--- config.mk ---
export PLATFORM = sky130hd
export DESIGN_NAME = rf_multiport_flat
export DESIGN_NICKNAME = d
export VERILOG_FILES = /design/src/rtl/rf_pkg.sv /design/src/rtl/rf_multiport_if.sv /design/src/rtl/rf_read_port.sv /design/src/rtl/rf_multiport.sv /design/src/flat_wrapper.sv
export SDC_FILE = /design/constraint.sdc
export NUM_CORES = 2
export LEC_CHECK = 0
export BUFFER_PORTS_ARGS = -buffer_cell sky130_fd_sc_hd__buf_2
export CORE_UTILIZATION = 30
export CTS_BUF_LIST = sky130_fd_sc_hd__clkbuf_8
export DETAILED_ROUTE_END_ITERATION = 8
export GPL_ROUTABILITY_DRIVEN = 0
export PLACE_DENSITY = 0.43
export SKIP_CTS_REPAIR_TIMING = 1
export SYNTH_ARGS = -nofsm -noshare
export SYNTH_HDL_FRONTEND = slang
export SYNTH_SLANG_ARGS = --single-unit
--- constraint.sdc ---
create_clock -name clk -period 41.5 [get_ports clk]
set_input_delay 8.3 -clock clk [delete_from_list [all_inputs] [get_ports clk]]
set_output_delay 8.3 -clock clk [all_outputs]
set_load 0.01 [all_outputs]
--- src/rtl/rf_pkg.sv ---
// Shared types and the write-port priority helper for the multi-port register file.
// Containers are sized for the widest supported build (DATA_W <= 64, ADDR_W <= 16, NUM_WR <= 2).
package rf_pkg;

    localparam int RF_DATA_W     = 32;
    localparam int RF_DEPTH      = 32;
    localparam int RF_MAX_DATA_W = 64;
    localparam int RF_MAX_ADDR_W = 16;
    localparam int RF_MAX_WR     = 2;

    typedef logic [RF_MAX_ADDR_W-1:0] rf_addr_t;
    typedef logic [RF_MAX_DATA_W-1:0] rf_data_t;

    typedef struct packed {
        logic     hit;
        rf_data_t data;
    } rf_hit_t;

    // Later ports overwrite earlier matches, so the highest-index writer wins.
    function automatic rf_hit_t wr_winner(
        input logic [RF_MAX_WR-1:0] en,
        input rf_addr_t [RF_MAX_WR-1:0] addr,
        input rf_data_t [RF_MAX_WR-1:0] data,
        input rf_addr_t raddr
    );
        rf_hit_t r;
        r.hit  = 1'b0;
        r.data = '0;
        for (int j = 0; j < RF_MAX_WR; j++) begin
            if (en[j] && (addr[j] == raddr)) begin
                r.hit  = 1'b1;
                r.data = data[j];
            end
        end
        return r;
    endfunction

endpackage

--- src/rtl/rf_multiport_if.sv ---
// Read/write port bundle of the multi-port register file.
// Scoreboard signals exist only when RF_SCOREBOARD_EN is defined.
interface rf_multiport_if #(
    parameter int DATA_W = 32,
    parameter int DEPTH  = 32,
    parameter int NUM_RD = 2,
    parameter int NUM_WR = 1
);
    localparam int ADDR_W = $clog2(DEPTH);

    logic [NUM_RD-1:0]        rd_en;
    logic [NUM_RD*ADDR_W-1:0] rd_addr;
    logic [NUM_RD*DATA_W-1:0] rd_data;
    logic [NUM_WR-1:0]        wr_en;
    logic [NUM_WR*ADDR_W-1:0] wr_addr;
    logic [NUM_WR*DATA_W-1:0] wr_data;
`ifdef RF_SCOREBOARD_EN
    logic                     sb_set_en;
    logic [ADDR_W-1:0]        sb_set_addr;
    logic [NUM_RD-1:0]        rd_busy;

    modport master (
        output rd_en, rd_addr, wr_en, wr_addr, wr_data, sb_set_en, sb_set_addr,
        input  rd_data, rd_busy
    );
    modport slave (
        input  rd_en, rd_addr, wr_en, wr_addr, wr_data, sb_set_en, sb_set_addr,
        output rd_data, rd_busy
    );
`else
    modport master (
        output rd_en, rd_addr, wr_en, wr_addr, wr_data,
        input  rd_data
    );
    modport slave (
        input  rd_en, rd_addr, wr_en, wr_addr, wr_data,
        output rd_data
    );
`endif

endinterface

--- src/rtl/rf_read_port.sv ---
// One registered read port: write-through bypass, zero-register masking, enable-hold output.
// The busy flag output is present only when RF_SCOREBOARD_EN is defined.
module rf_read_port
    import rf_pkg::*;
#(
    parameter int DATA_W   = 32,
    parameter int ADDR_W   = 5,
    parameter int ZERO_REG = 1
) (
    input  logic                       clk,
    input  logic                       rst_n,
    input  logic                       rd_en,
    input  logic [ADDR_W-1:0]          rd_addr,
    input  logic [DATA_W-1:0]          arr_data,
    input  logic [RF_MAX_WR-1:0]       wr_en_w,
    input  rf_addr_t [RF_MAX_WR-1:0]   wr_addr_w,
    input  rf_data_t [RF_MAX_WR-1:0]   wr_data_w,
`ifdef RF_SCOREBOARD_EN
    input  logic                       busy_bit,
    output logic                       rd_busy,
`endif
    output logic [DATA_W-1:0]          rd_data
);

    rf_hit_t           hit;
    logic              is_zero;
    logic [DATA_W-1:0] rd_data_next;
    logic              unused_hit_bits;

    assign hit     = wr_winner(wr_en_w, wr_addr_w, wr_data_w, rf_addr_t'(rd_addr));
    assign is_zero = (ZERO_REG != 0) && (rd_addr == '0);

    // Upper container bits beyond DATA_W are always zero-padded by the top.
    assign unused_hit_bits = ^hit.data;

    always_comb begin
        rd_data_next = arr_data;
        if (is_zero) begin
            rd_data_next = '0;
        end else if (hit.hit) begin
            rd_data_next = hit.data[DATA_W-1:0];
        end
    end

    always_ff @(posedge clk or negedge rst_n) begin
        if (!rst_n) begin
            rd_data <= '0;
        end else if (rd_en) begin
            rd_data <= rd_data_next;
        end
    end

`ifdef RF_SCOREBOARD_EN
    // A same-edge write clears the bit, so report it as already free.
    always_ff @(posedge clk or negedge rst_n) begin
        if (!rst_n) begin
            rd_busy <= 1'b0;
        end else if (rd_en) begin
            rd_busy <= !is_zero && !hit.hit && busy_bit;
        end
    end
`endif

endmodule

--- src/rtl/rf_multiport.sv ---
// Parametrised multi-read/multi-write register file with registered, bypassed reads.
// Optional per-register busy scoreboard enabled by defining RF_SCOREBOARD_EN.
module rf_multiport
    import rf_pkg::*;
#(
    parameter int DATA_W   = RF_DATA_W,
    parameter int DEPTH    = RF_DEPTH,
    parameter int ADDR_W   = $clog2(DEPTH),
    parameter int NUM_RD   = 2,
    parameter int NUM_WR   = 1,
    parameter int ZERO_REG = 1
) (
    input  logic clk,
    input  logic reset_n,
    rf_multiport_if.slave bus
);

    // Reset asserts asynchronously and is released two edges later.
    logic [1:0] rst_sync_reg;
    logic       rst_n;

    always_ff @(posedge clk or negedge reset_n) begin
        if (!reset_n) begin
            rst_sync_reg <= '0;
        end else begin
            rst_sync_reg <= {rst_sync_reg[0], 1'b1};
        end
    end

    assign rst_n = rst_sync_reg[1];

    logic [RF_MAX_WR-1:0]     wr_en_w;
    rf_addr_t [RF_MAX_WR-1:0] wr_addr_w;
    rf_data_t [RF_MAX_WR-1:0] wr_data_w;
    logic                     unused_wr_bits;

    always_comb begin
        wr_en_w   = '0;
        wr_addr_w = '0;
        wr_data_w = '0;
        for (int j = 0; j < NUM_WR; j++) begin
            wr_en_w[j]   = bus.wr_en[j];
            wr_addr_w[j] = rf_addr_t'(bus.wr_addr[j*ADDR_W +: ADDR_W]);
            wr_data_w[j] = rf_data_t'(bus.wr_data[j*DATA_W +: DATA_W]);
        end
    end

    assign unused_wr_bits = ^{wr_addr_w, wr_data_w};

    logic [DATA_W-1:0] regs_reg [DEPTH];

    // Ports are visited in ascending order, so the last matching port wins.
    always_ff @(posedge clk or negedge rst_n) begin
        if (!rst_n) begin
            for (int i = 0; i < DEPTH; i++) begin
                regs_reg[i] <= '0;
            end
        end else begin
            for (int j = 0; j < NUM_WR; j++) begin
                if (wr_en_w[j] && !((ZERO_REG != 0) && (wr_addr_w[j][ADDR_W-1:0] == '0))) begin
                    regs_reg[wr_addr_w[j][ADDR_W-1:0]] <= wr_data_w[j][DATA_W-1:0];
                end
            end
        end
    end

`ifdef RF_SCOREBOARD_EN
    logic [DEPTH-1:0] busy_reg;

    // The set is applied after the clears so a new producer wins.
    always_ff @(posedge clk or negedge rst_n) begin
        if (!rst_n) begin
            busy_reg <= '0;
        end else begin
            for (int j = 0; j < NUM_WR; j++) begin
                if (wr_en_w[j]) begin
                    busy_reg[wr_addr_w[j][ADDR_W-1:0]] <= 1'b0;
                end
            end
            if (bus.sb_set_en && !((ZERO_REG != 0) && (bus.sb_set_addr == '0))) begin
                busy_reg[bus.sb_set_addr] <= 1'b1;
            end
        end
    end
`endif

    genvar gi;
    generate
        for (gi = 0; gi < NUM_RD; gi++) begin : g_rd
            logic [ADDR_W-1:0] ra;
            logic [DATA_W-1:0] arr_data;
            logic [DATA_W-1:0] rd_data_w;
`ifdef RF_SCOREBOARD_EN
            logic              rd_busy_w;
`endif

            assign ra       = bus.rd_addr[gi*ADDR_W +: ADDR_W];
            assign arr_data = regs_reg[ra];

            rf_read_port #(
                .DATA_W   (DATA_W),
                .ADDR_W   (ADDR_W),
                .ZERO_REG (ZERO_REG)
            ) u_port (
                .clk       (clk),
                .rst_n     (rst_n),
                .rd_en     (bus.rd_en[gi]),
                .rd_addr   (ra),
                .arr_data  (arr_data),
                .wr_en_w   (wr_en_w),
                .wr_addr_w (wr_addr_w),
                .wr_data_w (wr_data_w),
`ifdef RF_SCOREBOARD_EN
                .busy_bit  (busy_reg[ra]),
                .rd_busy   (rd_busy_w),
`endif
                .rd_data   (rd_data_w)
            );

            assign bus.rd_data[gi*DATA_W +: DATA_W] = rd_data_w;
`ifdef RF_SCOREBOARD_EN
            assign bus.rd_busy[gi] = rd_busy_w;
`endif
        end
    endgenerate

endmodule

--- src/flat_wrapper.sv ---
// flat-port wrapper written by rule: the top's interface ports become plain ports
module rf_multiport_flat import rf_pkg::*;
#(
    parameter int DATA_W   = RF_DATA_W,
    parameter int DEPTH    = RF_DEPTH,
    parameter int ADDR_W   = $clog2(DEPTH),
    parameter int NUM_RD   = 2,
    parameter int NUM_WR   = 1,
    parameter int ZERO_REG = 1
)
  (clk, reset_n, bus_rd_en, bus_rd_addr, bus_wr_en, bus_wr_addr, bus_wr_data, bus_rd_data);
  rf_multiport_if #(.DATA_W(DATA_W), .DEPTH(DEPTH), .NUM_RD(NUM_RD), .NUM_WR(NUM_WR)) bus_i ();
  input  logic clk;
  input  logic reset_n;
  input wire logic [$bits(bus_i.rd_en)-1:0] bus_rd_en;
  input wire logic [$bits(bus_i.rd_addr)-1:0] bus_rd_addr;
  input wire logic [$bits(bus_i.wr_en)-1:0] bus_wr_en;
  input wire logic [$bits(bus_i.wr_addr)-1:0] bus_wr_addr;
  input wire logic [$bits(bus_i.wr_data)-1:0] bus_wr_data;
  output wire logic [$bits(bus_i.rd_data)-1:0] bus_rd_data;
  assign bus_i.rd_en = bus_rd_en;
  assign bus_i.rd_addr = bus_rd_addr;
  assign bus_i.wr_en = bus_wr_en;
  assign bus_i.wr_addr = bus_wr_addr;
  assign bus_i.wr_data = bus_wr_data;
  assign bus_rd_data = bus_i.rd_data;
  rf_multiport #(.DATA_W(DATA_W), .DEPTH(DEPTH), .ADDR_W(ADDR_W), .NUM_RD(NUM_RD), .NUM_WR(NUM_WR), .ZERO_REG(ZERO_REG)) u_core (.clk(clk), .reset_n(reset_n), .bus(bus_i));
endmodule
==> Word level (Yosys, flattened, before mapping) <==
Index checks and enable logic that the tools add are counted.
Widths: inputs -> output; s select.
{ "op_classes": {"order_cmp": 4, "n_eq_ne": 2, "muxes": 15, "bitwise_logic": 3, "n_reduce_logical": 8} }
{ "ops": {"columns": ["cell", "n"], "rows": [
  ["$bwmux 1024", 1],
  ["$bmux 32 s5", 2],
  ["$mux 32", 9],
  ["$demux 32 s5", 1],
  ["$mux 65", 2],
  ["$ge 6x6->1 const B", 3],
  ["$not 5->6", 3],
  ["$logic_not 5->1", 3],
  ["$eq 5x5->1", 2],
  ["$lt 6x1->1 const B", 1],
  ["$logic_and 1x1->1", 4],
  ["$logic_not 1->1", 1]
]} }
{ "word_totals": {"regBits": 1090, "inputBits": 52, "wordCells": 67} }

==> Longest topological paths before layout <==
{ "logic_depth": {"word_depth": 6, "mapped_depth": 9, "mapped_depth_nobuf": 5} }

==> Cells and area by module <==
From an unflattened synthesis, not the netlist that was laid out.
{ "hier_totals": {"hier_cells": 5083, "hier_area_um2": 60286.6} }
{ "by_module_without_submodules": {"columns": ["mod", "n_inst", "cells_each", "area_each_um2"], "rows": [
  ["rf_multiport", 1, 4611, 55394.4],
  ["rf_read_port", 2, 236, 2446.1]
]} }

==> Worst setup path after synthesis <==
OpenSTA, ideal clock, no wires.
{ "synth_path": {"path_kind": "input port to flip-flop", "start": "input bus_rd_addr[7]", "end": "register u_core.g_rd[1].u_port.rd_data[0]", "t_arrival_ns": 10.054, "t_required_ns": 41.368, "setup_slack_ns": 31.315, "stages": 8, "path_buffers": 4, "path_cell_list": "buf_2 -> buf_2 -> buf_2 -> clkbuf_1 -> mux4_2 -> a22oi_1 -> a21oi_1 -> or3b_1"} }
{ "synth_via": {"elab_chain_len": 6, "elab_cells_between_ends": 10, "cone_classes": "1 x eq/ne; 6 x mux; 1 x bitwise; 2 x reduce/logical"} }
{ "synth_lines": {"columns": ["item", "line_no", "source"], "rows": [
  ["from (decl)", "flat_wrapper.sv:16", "input wire logic [$bits(bus_i.rd_addr)-1:0] bus_rd_addr;"],
  ["$not 5->6 (not written as such)", "rf_multiport.sv:98", "assign arr_data = regs_reg[ra];"],
  ["$bmux 32 s5", "rf_multiport.sv:98", null],
  ["$mux 32 (not written as such) (2 in a row)", "rf_multiport.sv:98", null],
  ["$mux 32", "rf_read_port.sv:40", "end else if (hit.hit) begin"],
  ["$mux 32 (*)", "rf_read_port.sv:38", "if (is_zero) begin"],
  ["to (signal assigned)", "rf_read_port.sv:49", "rd_data <= rd_data_next;"],
  ["to (decl)", "rf_read_port.sv:22", "output logic [DATA_W-1:0] rd_data"]
]} }
Every way passes the cells marked *; elsewhere a longest branch is shown, timed or not. The select of a mux whose other input is x is not followed.
A chain may end at the register's enable or synchronous reset.

==> Worst setup path in the final report <==
{ "layout_path": {"start": "input bus_rd_addr[0]", "end": "register u_core.g_rd[0].u_port.rd_data[24]"} }
{ "layout_via": {"elab_chain_len": 6, "elab_cells_between_ends": 10, "cone_classes": "1 x eq/ne; 6 x mux; 1 x bitwise; 2 x reduce/logical"} }
{ "layout_lines": {"columns": ["item", "line_no"], "rows": [
  ["$not 5->6 (not written as such)", "rf_multiport.sv:98"],
  ["$bmux 32 s5", "rf_multiport.sv:98"],
  ["$mux 32 (not written as such) (2 in a row)", "rf_multiport.sv:98"],
  ["$mux 32", "rf_read_port.sv:40"],
  ["$mux 32 (*)", "rf_read_port.sv:38"],
  ["to (signal assigned)", "rf_read_port.sv:49"],
  ["to (decl)", "rf_read_port.sv:22"]
]} }
Marked as above.

==> flow_summary.yaml <==
finish:
  layout_commonest_cell: "dfrtp_1"
  largest_reg_flops: 1024
  layout-drive-gt1-share_pct: 46.4
  mostFrequentLayoutCells: "1,089 x dfrtp_1, 992 x mux2_2, 384 x mux4_2, 256 x mux2i_1, 250 x clkbuf_8"
  syn2layout_area_growth_pct: 11.9
  fillCellCount: 18500
  final_cell_area_um2: 64000
  layout.nets: 4004
setup_path:
  critPathLaunchType: "primary input"
  cp.arrival_ns: 12.00
  path_class: "in2reg"
  cp_num_buf_inv: 3
  slowest_stage: "buf_4"
  r2r-start: "u_core.rst_sync_reg[1]"
  worstPathCellList: "buf_8 > buf_4 > buf_4 > mux4_2 > a22oi_1 > a21oi_1 > a2111o_1"
  crit_start: "bus_rd_addr[0]"
  cpLargestDelayFamily: "buffers and inverters"
  required_ns: 42.32
  crit_path_end_kind: "flip-flop"
  cp_max_fo: 73
  slowest_delay_ns: 0.85
  crit_top_cell: "buf_4"
cts:
  htreeDepth: 4
  ctsLongestPathBuffers: 3
  cts_tree: "built"
  insertion_delay_ns: 0.98
  clock-root-buffer: "clkbuf_8"
  cts_made_buffers: 199
  clk_pin_slew_ns: 0.06
  cts_sinks: 1090
detailed_routing:
  wl_um: 207000
  drt_iter0_drc: 3062
  vias: 37400
  drtAntennaViolNets: 0
  viasPerCell: 5.66
  wl_per_cell_um: 31.3
  drc: 0
  drt_pass1_iterations: 8
global_routing:
  grt_pass1_vias: 39400
  use_met3_pct: 3.18
  antenna_found_initial: 17
  grt_pass1_wl_um: 299000
  grtUsageMet1_pct: 29.1
  grt_max_degree: 166
  use_met2_pct: 35.3
  grt.busiest_layer: "met2"
  track_usage_pct: 21.5
  overflow: 0
placement:
  postPlaceCellArea_um2: 60000
  dp_hpwl_um: 113000
  port_buffers: 115
synth:
  synth_area_per_cell_um2: 14.3
  seq_area_frac_synth_pct: 47.7
  ys_ff_latch: 1090
  syn-num-nets: 4054
  synthesis.area_um2: 57200
  synth_cell_type_count: 43
  synth_edf_count: 0
  yosysWarnings: 0
  synthFlopType: "dfrtp_1"
  synth.top_cells.by_area: "dfrtp_1 48%, mux2_2 20%, mux4_2 15%"
  yosys.area.top_type: "dfrtp_1"
  synth_top_area_share_pct: 47.7
  syn_inst: 4002
  async_flop_share_pct: 100
floorplanning:
  die_h_um: 439
  placementRows: 159
  core-area_um2: 189000
  initial_core_util_pct: 30.3
  ios: 116
  die-width_um: 439
  dieArea_um2: 192000
sta:
  min_period_ns: 11.19
  rsz0062_at_grt: "no"
  setup_violations: 0
  period_share_pct: 27.0
  max_slew_margin_pct: 4.03
  tightestPinTransition_ns: 1.43
  setup_tns_ns: 0
  fin_worst_skew_ns: 0.0571
  hold_violations: 0
  report.final.slew_viol_count: 0
  max_freq_ghz: 0.0894
outcome:
  status: "completed"
power:
  powerDensity_nw_per_um2: 47.7
  ir_drop_mv: 0.0304
  leakage_nw: 27.8
min_path:
  hold_path.class: "reg2reg"
  hold_start: "u_core.rst_sync_reg[0]"
job:
  maxCapViolCount: 0
## metrics by stage
stage	power, mW	std cells	util [%]	worst slack [ns]	hold slack, ns
final	3.05	6609	33.9	30.31	0.350
after global routing	3.22	6606	33.9	30.04	0.379
after CTS	3.10	6602	33.9	30.29	0.353
after detailed placement	2.03	6246	31.8	29.25	0.340
after global placement	2.02	6246	31.8	29.25	0.336
after floorplan	1.85	4002	-	8.87	0.331
## cells in the mapped netlist, types with 3 or more instances
master	n
nor2b_1	35
o21ai_0	65
nor3_1	4
buf_4	21
a2111o_1	32
buf_6	11
dfrtp_1	1090
xnor2_1	10
nand3b_1	4
clkbuf_1	269
inv_1	3
mux2_2	992
o211ai_1	66
a221oi_1	128
or3b_1	32
nor3b_1	4
a22oi_1	128
mux2i_1	256
mux4_2	384
buf_1	67
nor2_1	19
a222oi_1	32
buf_2	85
and2_1	3
nand2_1	114
a21oi_1	128
## final cells by class
class / count / area (um^2) / area share (%)
clock inverter: 106 / 574 / 0.897
antenna: 7 / 17.5 / 0.0274
multi-input combinational: 2452 / 28200 / 44.1
timing repair buffer: 203 / 1340 / 2.09
clock buffer: 250 / 3440 / 5.38
tap: 2495 / 3120 / 4.88
inverter: 6 / 30.0 / 0.0469
sequential: 1090 / 27300 / 42.6
## worst paths after layout
kind / slack (ns) / cells past startpoint / to
worst max-delay path: 30.31 / 7 / u_core.g_rd[0].u_port.rd_data[24]
worst min-delay path: 0.35 / 0 / u_core.rst_sync_reg[1]
worst max register to register: 37.30 / 4 / u_core.regs_reg[665]
worst min register to register: 0.35 / 0 / u_core.rst_sync_reg[1]
max in group asynchronous: 34.29 / 1 / u_core.rst_sync_reg[1]
min in group asynchronous: 0.45 / 0 / u_core.regs_reg[618]
## cells by family (layout without fill, tap and decap cells)
logic type | after synthesis | in the layout | share of synthesized area (%)
buf+inv | 460 | 565 | 3.49
flops | 1090 | 1090 | 47.7
compound gates | 584 | 584 | 7.46
simple gates | 225 | 225 | 2.04
xor+xnor | 10 | 10 | 0.153
other cells | 1 | 8 | 0.00656
mux | 1632 | 1632 | 39.1
## metal layers
metal,up-vias,share of wire [%]
met4,2,3.0
met5,-,0.0043
met1,20600,44
met2,992,48
met3,323,4.7
li1,15500,-
## report_power, final
| part | switching (mW) | internal, mW | total [mW] | leakage, nW |
|---|---|---|---|---|
| Combinational | 0.251 | 0.340 | 0.591 | 11.5 |
| Clock | 0.491 | 0.554 | 1.05 | 2.37 |
| Sequential | 0.152 | 1.27 | 1.42 | 14.0 |
| Total | 0.894 | 2.16 | 3.05 | 27.8 |
## worst reg2reg max path: cells and delay by family (launching register included)
kind	cells	cell delay (ns)
DFF	1	0.98
buffers and inverters	4	3.13
Note: power is estimated with default switching activity, not from simulation.
